<file path="config.mk">
export PLATFORM = sky130hd
export DESIGN_NAME = ctl_reg_reader
export DESIGN_NICKNAME = d
export VERILOG_FILES = /design/src/rtl/ctl_reg_reader.sv
export SDC_FILE = /design/constraint.sdc
export NUM_CORES = 1
export LEC_CHECK = 0
export CORE_MARGIN = 4
export CORE_UTILIZATION = 49
export CTS_CLUSTER_DIAMETER = 150
export DETAILED_ROUTE_END_ITERATION = 10
export GPL_TIMING_DRIVEN = 1
export PLACE_DENSITY_LB_ADDON = 0.12
export SETUP_SLACK_MARGIN = 0.3
export SYNTH_ARGS = -nofsm -noshare
export SYNTH_HDL_FRONTEND = slang
export SYNTH_SLANG_ARGS = --single-unit
</file>
<file path="constraint.sdc">
create_clock -name clk_i -period 6.2 [get_ports clk_i]
set_clock_uncertainty 0.15 [all_clocks]
set_input_delay 0.62 -clock clk_i [delete_from_list [all_inputs] [get_ports clk_i]]
set_output_delay 0.62 -clock clk_i [all_outputs]
set_load 0.005 [all_outputs]
</file>
<file path="src/rtl/ctl_reg_reader.sv">
// Purpose : polls the controller BRAM flag word and streams each newly flagged register group out.
// Latency : register data appears READ_LATENCY cycles after its address; GROUP_DONE follows the last register by one cycle.
// Backpressure: none. The stream is a free-running strobe, so consumers must accept one register per cycle.
//
// Ports:
//   clk_i, rst_i          system clock, synchronous active-high reset
//   bram_en_o/we_o        BRAM port B enable / write enable (write only for FPGA_STATE)
//   bram_addr_o/din_o     BRAM port B address / write data
//   bram_dout_i           BRAM port B read data (READ_LATENCY cycles after address)
//   status_in_i           status bits written to FPGA_STATE[6:0] once per pass
//   ctl_flag_o            last ADDR_CTL_FLAG snapshot
//   reg_valid_o/addr_o/data_o/group_o   one-cycle register stream strobe and payload
//   group_done_o/group_id_o             one-cycle strobe after the last register of a group
module ctl_reg_reader #(
  parameter int READ_LATENCY = 2
) (
  input  logic        clk_i,
  input  logic        rst_i,
  output logic        bram_en_o,
  output logic        bram_we_o,
  output logic [7:0]  bram_addr_o,
  output logic [15:0] bram_din_o,
  input  logic [15:0] bram_dout_i,
  input  logic [6:0]  status_in_i,
  output logic [15:0] ctl_flag_o,
  output logic        reg_valid_o,
  output logic [7:0]  reg_addr_o,
  output logic [15:0] reg_data_o,
  output logic [2:0]  reg_group_o,
  output logic        group_done_o,
  output logic [2:0]  group_id_o
);

  localparam logic [7:0] ADDR_CTL_FLAG   = 8'h00;
  localparam logic [7:0] ADDR_FPGA_STATE = 8'h01;
  localparam logic [1:0] LAT_LAST        = 2'(READ_LATENCY - 1);

  typedef enum logic [2:0] {
    S_RD_CTL,
    S_RD_WAIT,
    S_SELECT,
    S_BURST,
    S_DRAIN,
    S_WR_STATE
  } state_e;

  state_e      state_q, state_d;
  logic [1:0]  cnt_q, cnt_d;        // wait/drain cycle counter
  logic [4:0]  idx_q, idx_d;        // register index within the current burst
  logic [2:0]  grp_q, grp_d;        // group being streamed
  logic [5:0]  pending_q, pending_d;
  logic [5:0]  prev_q, prev_d;      // flag bits of the previous snapshot, for edge detection
  logic [15:0] ctl_flag_q, ctl_flag_d;
  logic        done_q, done_d;

  logic        en_c, we_c;
  logic [7:0]  addr_c;
  logic [15:0] din_c;
  logic        issue_vld;
  logic [7:0]  issue_addr;
  logic [2:0]  sel_bit;

  // Address pipe: tags each returning BRAM word with the address that fetched it.
  logic [READ_LATENCY-1:0] pvld_q;
  logic [7:0]              paddr_q [READ_LATENCY];

  function automatic logic [7:0] grp_base(input logic [2:0] g);
    case (g)
      3'd0:    return 8'h20;
      3'd1:    return 8'h50;
      3'd2:    return 8'h40;
      3'd3:    return 8'hE0;
      3'd4:    return 8'hF0;
      3'd5:    return 8'h10;
      default: return 8'h00;
    endcase
  endfunction

  function automatic logic [4:0] grp_count(input logic [2:0] g);
    case (g)
      3'd0:    return 5'd17;
      3'd1:    return 5'd25;
      3'd2:    return 5'd5;
      3'd3:    return 5'd2;
      3'd4:    return 5'd8;
      3'd5:    return 5'd6;
      default: return 5'd1;
    endcase
  endfunction

  // Lowest set pending bit wins, so simultaneous edges are serviced in ascending order.
  always_comb begin
    sel_bit = 3'd0;
    for (int i = 5; i >= 0; i--) begin
      if (pending_q[i]) sel_bit = 3'(i);
    end
  end

  assign issue_addr = grp_base(grp_q) + {3'b000, idx_q};

  always_comb begin
    state_d    = state_q;
    cnt_d      = cnt_q;
    idx_d      = idx_q;
    grp_d      = grp_q;
    pending_d  = pending_q;
    prev_d     = prev_q;
    ctl_flag_d = ctl_flag_q;
    done_d     = 1'b0;
    en_c       = 1'b0;
    we_c       = 1'b0;
    addr_c     = 8'h00;
    din_c      = 16'h0000;
    issue_vld  = 1'b0;

    case (state_q)
      S_RD_CTL: begin
        en_c    = 1'b1;
        addr_c  = ADDR_CTL_FLAG;
        cnt_d   = 2'd0;
        state_d = S_RD_WAIT;
      end
      S_RD_WAIT: begin
        if (cnt_q == LAT_LAST) begin
          ctl_flag_d = bram_dout_i;
          pending_d  = pending_q | (bram_dout_i[5:0] & ~prev_q);
          prev_d     = bram_dout_i[5:0];
          state_d    = S_SELECT;
        end else begin
          cnt_d = cnt_q + 2'd1;
        end
      end
      S_SELECT: begin
        if (pending_q != 6'd0) begin
          grp_d     = sel_bit;
          pending_d = pending_q & ~(6'b000001 << sel_bit);
          idx_d     = 5'd0;
          state_d   = S_BURST;
        end else begin
          state_d = S_WR_STATE;
        end
      end
      S_BURST: begin
        en_c      = 1'b1;
        addr_c    = issue_addr;
        issue_vld = 1'b1;
        if (idx_q == grp_count(grp_q) - 5'd1) begin
          cnt_d   = 2'd0;
          state_d = S_DRAIN;
        end else begin
          idx_d = idx_q + 5'd1;
        end
      end
      S_DRAIN: begin
        // The last word lands in the final drain cycle; done is registered into the next one.
        if (cnt_q == LAT_LAST) begin
          done_d  = 1'b1;
          state_d = S_SELECT;
        end else begin
          cnt_d = cnt_q + 2'd1;
        end
      end
      S_WR_STATE: begin
        en_c    = 1'b1;
        we_c    = 1'b1;
        addr_c  = ADDR_FPGA_STATE;
        din_c   = {9'h000, status_in_i};
        state_d = S_RD_CTL;
      end
      default: state_d = S_RD_CTL;
    endcase
  end

  always_ff @(posedge clk_i) begin
    if (rst_i) begin
      state_q    <= S_RD_CTL;
      cnt_q      <= 2'd0;
      idx_q      <= 5'd0;
      grp_q      <= 3'd0;
      pending_q  <= 6'd0;
      prev_q     <= 6'd0;
      ctl_flag_q <= 16'h0000;
      done_q     <= 1'b0;
    end else begin
      state_q    <= state_d;
      cnt_q      <= cnt_d;
      idx_q      <= idx_d;
      grp_q      <= grp_d;
      pending_q  <= pending_d;
      prev_q     <= prev_d;
      ctl_flag_q <= ctl_flag_d;
      done_q     <= done_d;
    end
  end

  // Clearing the pipe on reset drops reads still in flight.
  always_ff @(posedge clk_i) begin
    if (rst_i) begin
      pvld_q <= '0;
      for (int i = 0; i < READ_LATENCY; i++) paddr_q[i] <= 8'h00;
    end else begin
      pvld_q[0]  <= issue_vld;
      paddr_q[0] <= issue_addr;
      for (int i = 1; i < READ_LATENCY; i++) begin
        pvld_q[i]  <= pvld_q[i-1];
        paddr_q[i] <= paddr_q[i-1];
      end
    end
  end

  // Outputs are held low while reset is asserted so nothing reaches the BRAM or latches.
  assign bram_en_o    = en_c & ~rst_i;
  assign bram_we_o    = we_c & ~rst_i;
  assign bram_addr_o  = rst_i ? 8'h00 : addr_c;
  assign bram_din_o   = rst_i ? 16'h0000 : din_c;
  assign ctl_flag_o   = ctl_flag_q;
  assign reg_valid_o  = pvld_q[READ_LATENCY-1] & ~rst_i;
  assign reg_addr_o   = reg_valid_o ? paddr_q[READ_LATENCY-1] : 8'h00;
  assign reg_data_o   = reg_valid_o ? bram_dout_i : 16'h0000;
  assign reg_group_o  = reg_valid_o ? grp_q : 3'd0;
  assign group_done_o = done_q & ~rst_i;
  assign group_id_o   = group_done_o ? grp_q : 3'd0;

endmodule

</file>
==> results.sh <==
export IMPL_gp_congestion=0.891
export IMPL_viasPerCell=5.09
export IMPL_drt_wirelength_per_cell_um=13.1
export IMPL_rrSetupSlack_ns=3.11
export IMPL_num_rows=27
export IMPL_critPathMaxStageDelay_ns=0.65
export IMPL_r2r_end="state_q[2]"
export IMPL_grt_pass1_wl_um=10800
export IMPL_syn_to_final_growth_pct=33.9
export IMPL_wirelength_um=6540
export IMPL_finish_utilization_pct=68.2
export IMPL_cts_tree="done"
export IMPL_power_leakage_nw=1.37
export IMPL_htreeDepth=2
export IMPL_cts_hold_buffers_added=0
export IMPL_fin_nets=463
export IMPL_path_delay_family="buffers and inverters"
export IMPL_grt_pass1_vias=2396
export IMPL_vias=2547
export IMPL_worstPathRequired_ns=5.43
export IMPL_syn_area_per_cell_um2=8.13
export IMPL_cp_slowest_cell="dfxtp_1"
export IMPL_finalSetupViolCount=0
export IMPL_worst_setup_path_start_kind="flop"
export IMPL_min_from="paddr_q[0][5]"
export IMPL_drive_gt1_share_pct=4.91
export IMPL_ys_seq_elements=54
export IMPL_cts_root_buf="clkbuf_8"
export IMPL_ant_nets=0
export IMPL_drt_iter0_drc=141
export IMPL_cts_resized=0
export IMPL_clock_latency_ns=0.30
export IMPL_dp_hpwl_um=4820
export IMPL_hold_end="paddr_q[0][13]"
export IMPL_worst_path_buf_inv=2
export IMPL_first_pass_iters=4
export IMPL_clock_sinks=54
export IMPL_layout_min_cycle_time_ns=3.77
export IMPL_ys_async_sr_fraction_pct=0
export IMPL_ys_types=50
export IMPL_syn_area_um2=2840
export IMPL_drv_cap=0
export IMPL_r2r_start="grp_q[1]"
export IMPL_numCtsBuffers=5
export IMPL_path_class="flop to output port"
export IMPL_hold_path_class="flop to flop"
export IMPL_synth_seq_area_share_pct=38.1
export IMPL_postSynthCellCount=349
export IMPL_placed_cells=492
export IMPL_io_buffers=89
export IMPL_start_util_pct=50.9
export IMPL_cp_max_fo=18
export IMPL_diodes=0
export IMPL_core_um2=5570
export IMPL_ir_drop_mv=0.211
export IMPL_whs_ns=0.293
export IMPL_die_x_um=84.1
export IMPL_tns_ns=0
export IMPL_antenna_found_initial=0
export IMPL_period_share_pct=60.8
export IMPL_p_per_area_nw_per_um2=230
export IMPL_yosysWarnings=0
export IMPL_cts_setup_buffers=0
export IMPL_grt_setup_unrepaired="no"
export IMPL_p_total_mw=0.875
export IMPL_hold_viol=0
export IMPL_track_usage_pct=18.2
export IMPL_die_h_um=84.1
export IMPL_ys_flop_type="dfxtp_1"
export IMPL_dieArea_um2=7080
export IMPL_fin_cells=500
export IMPL_worstMarginPinSlew_ns=0.714
export IMPL_status="complete, no violations"
export IMPL_fmax_ghz=0.265
export IMPL_crit_path_cell_trace="inv_1, ha_1, a31oi_1, nor2_1, ha_1, nand2b_1, o211ai_1, a21oi_1, a31oi_1, nor4_1, clkdlybuf4s50_1"
export IMPL_finalMaxSlewViolations=0
export IMPL_crit_arrival_ns=3.00
export IMPL_worstRegToRegCells=9
export IMPL_cts_clk_slew_worst_paths_ns=0.09
export IMPL_ios=99
export IMPL_maxSlewHeadroom_pct=52.1
export IMPL_clockBufferDepth=2
export IMPL_grt_max_degree=58
export IMPL_endpoint_kind="output port"
export IMPL_whs_path_depth=1
export IMPL_synth_edf_count=0
export IMPL_drc=0
export IMPL_overflow=0
==> where the power goes <==
group	total (mW)	internal [mW]	switching, mW	leakage [nW]
clock	0.200	0.0903	0.109	0.0482
sequential	0.418	0.379	0.0390	0.437
combinational	0.258	0.120	0.138	0.881
==> registers in the layout (all words and copies together), names as in the netlist <==
name        count
prev_q          5
state_q         3
pending_q       6
ctl_flag_o     11
pvld_q          2
idx_q           5
done_q          1
grp_q           3
paddr_q        16
cnt_q           2
==> layout by cell type, fill, tap and decap left out, drive strengths merged, types with 3 or more instances in the layout <==
cell type      instances
nand3b                 3
xnor2                  5
nor4                   4
o21ai                  5
nor3                   6
ha                    11
and2                  43
nand2b                 6
a211oi                 4
dfxtp                 54
a21oi                 31
buf                    4
nand2                 42
or4                    4
xor2                   4
nor2                  25
o31ai                  3
inv                   14
conb                   9
clkdlybuf4s50         88
nor2b                 18
clkbuf                 7
nand3                  4
a31oi                  7
==> stage by stage <==
step / setup WS [ns] / instance area, um^2
floorplan: 3.44 / 2870
global placement: 2.88 / 3710
detailed placement: 2.79 / 3710
CTS: 2.43 / 3800
global route: 2.04 / 3800
finish: 2.43 / 3800
==> routing by layer <==
metal | wire, um | vias up | track usage, %
met3 | 456 | 17 | 4.64
met4 | 136 | 0 | 5.99
met2 | 3060 | 88 | 30.2
met1 | 2880 | 1136 | 23.0
li1 | - | 1306 | -
met5 | 0 | - | 0
==> worst max-delay path by stage <==
stage / cells after the start / from / end
after floorplan: 11 / grp_q[1] / bram_addr_o[7]
after global placement: 11 / grp_q[1] / bram_addr_o[7]
after detailed placement: 11 / grp_q[1] / bram_addr_o[7]
after CTS: 11 / grp_q[1] / bram_addr_o[7]
after global routing: 11 / grp_q[1] / bram_addr_o[7]
final: 11 / grp_q[1] / bram_addr_o[7]
==> cell families (layout without fill, tap and decap cells) <==
group	Yosys count	in the layout	synth area share, %
AO/OA/AOI/OAI	67	67	15.7
flip-flops	54	54	38.1
XOR/XNOR	9	9	2.78
adder cells (fa/ha/maj)	11	11	4.85
buffers and inverters	43	114	7.58
other	1	9	0.132
multiplexers	2	2	0.793
AND/OR/NAND/NOR	162	162	30.1
==> cells in the mapped netlist (all sizes together), types with 5 or more instances <==
master  number  share of area [%]
dfxtp       54                 38
nor2        25                3.4
inv         14                1.9
buf         13                3.6
o21ai        5               0.88
nand2       42                5.6
nor2b       18                4.0
nand2b       6                1.3
and2        43                9.5
nor3         6                1.1
a31oi        7                1.5
a21oi       31                5.6
xnor2        5                1.5
ha          11                4.8
clkbuf      16                2.1
==> cell type report <==
class	count	area, um^2
Inverter	14	52.6
Clock inverter	1	5.00
Tap cell	72	90.1
Clock buffer	7	86.3
Timing Repair Buffer	92	908
Fill cell	458	1770
Multi-Input combinational cell	260	1580
Sequential cell	54	1080
Note: power is estimated with default switching activity, not from simulation.
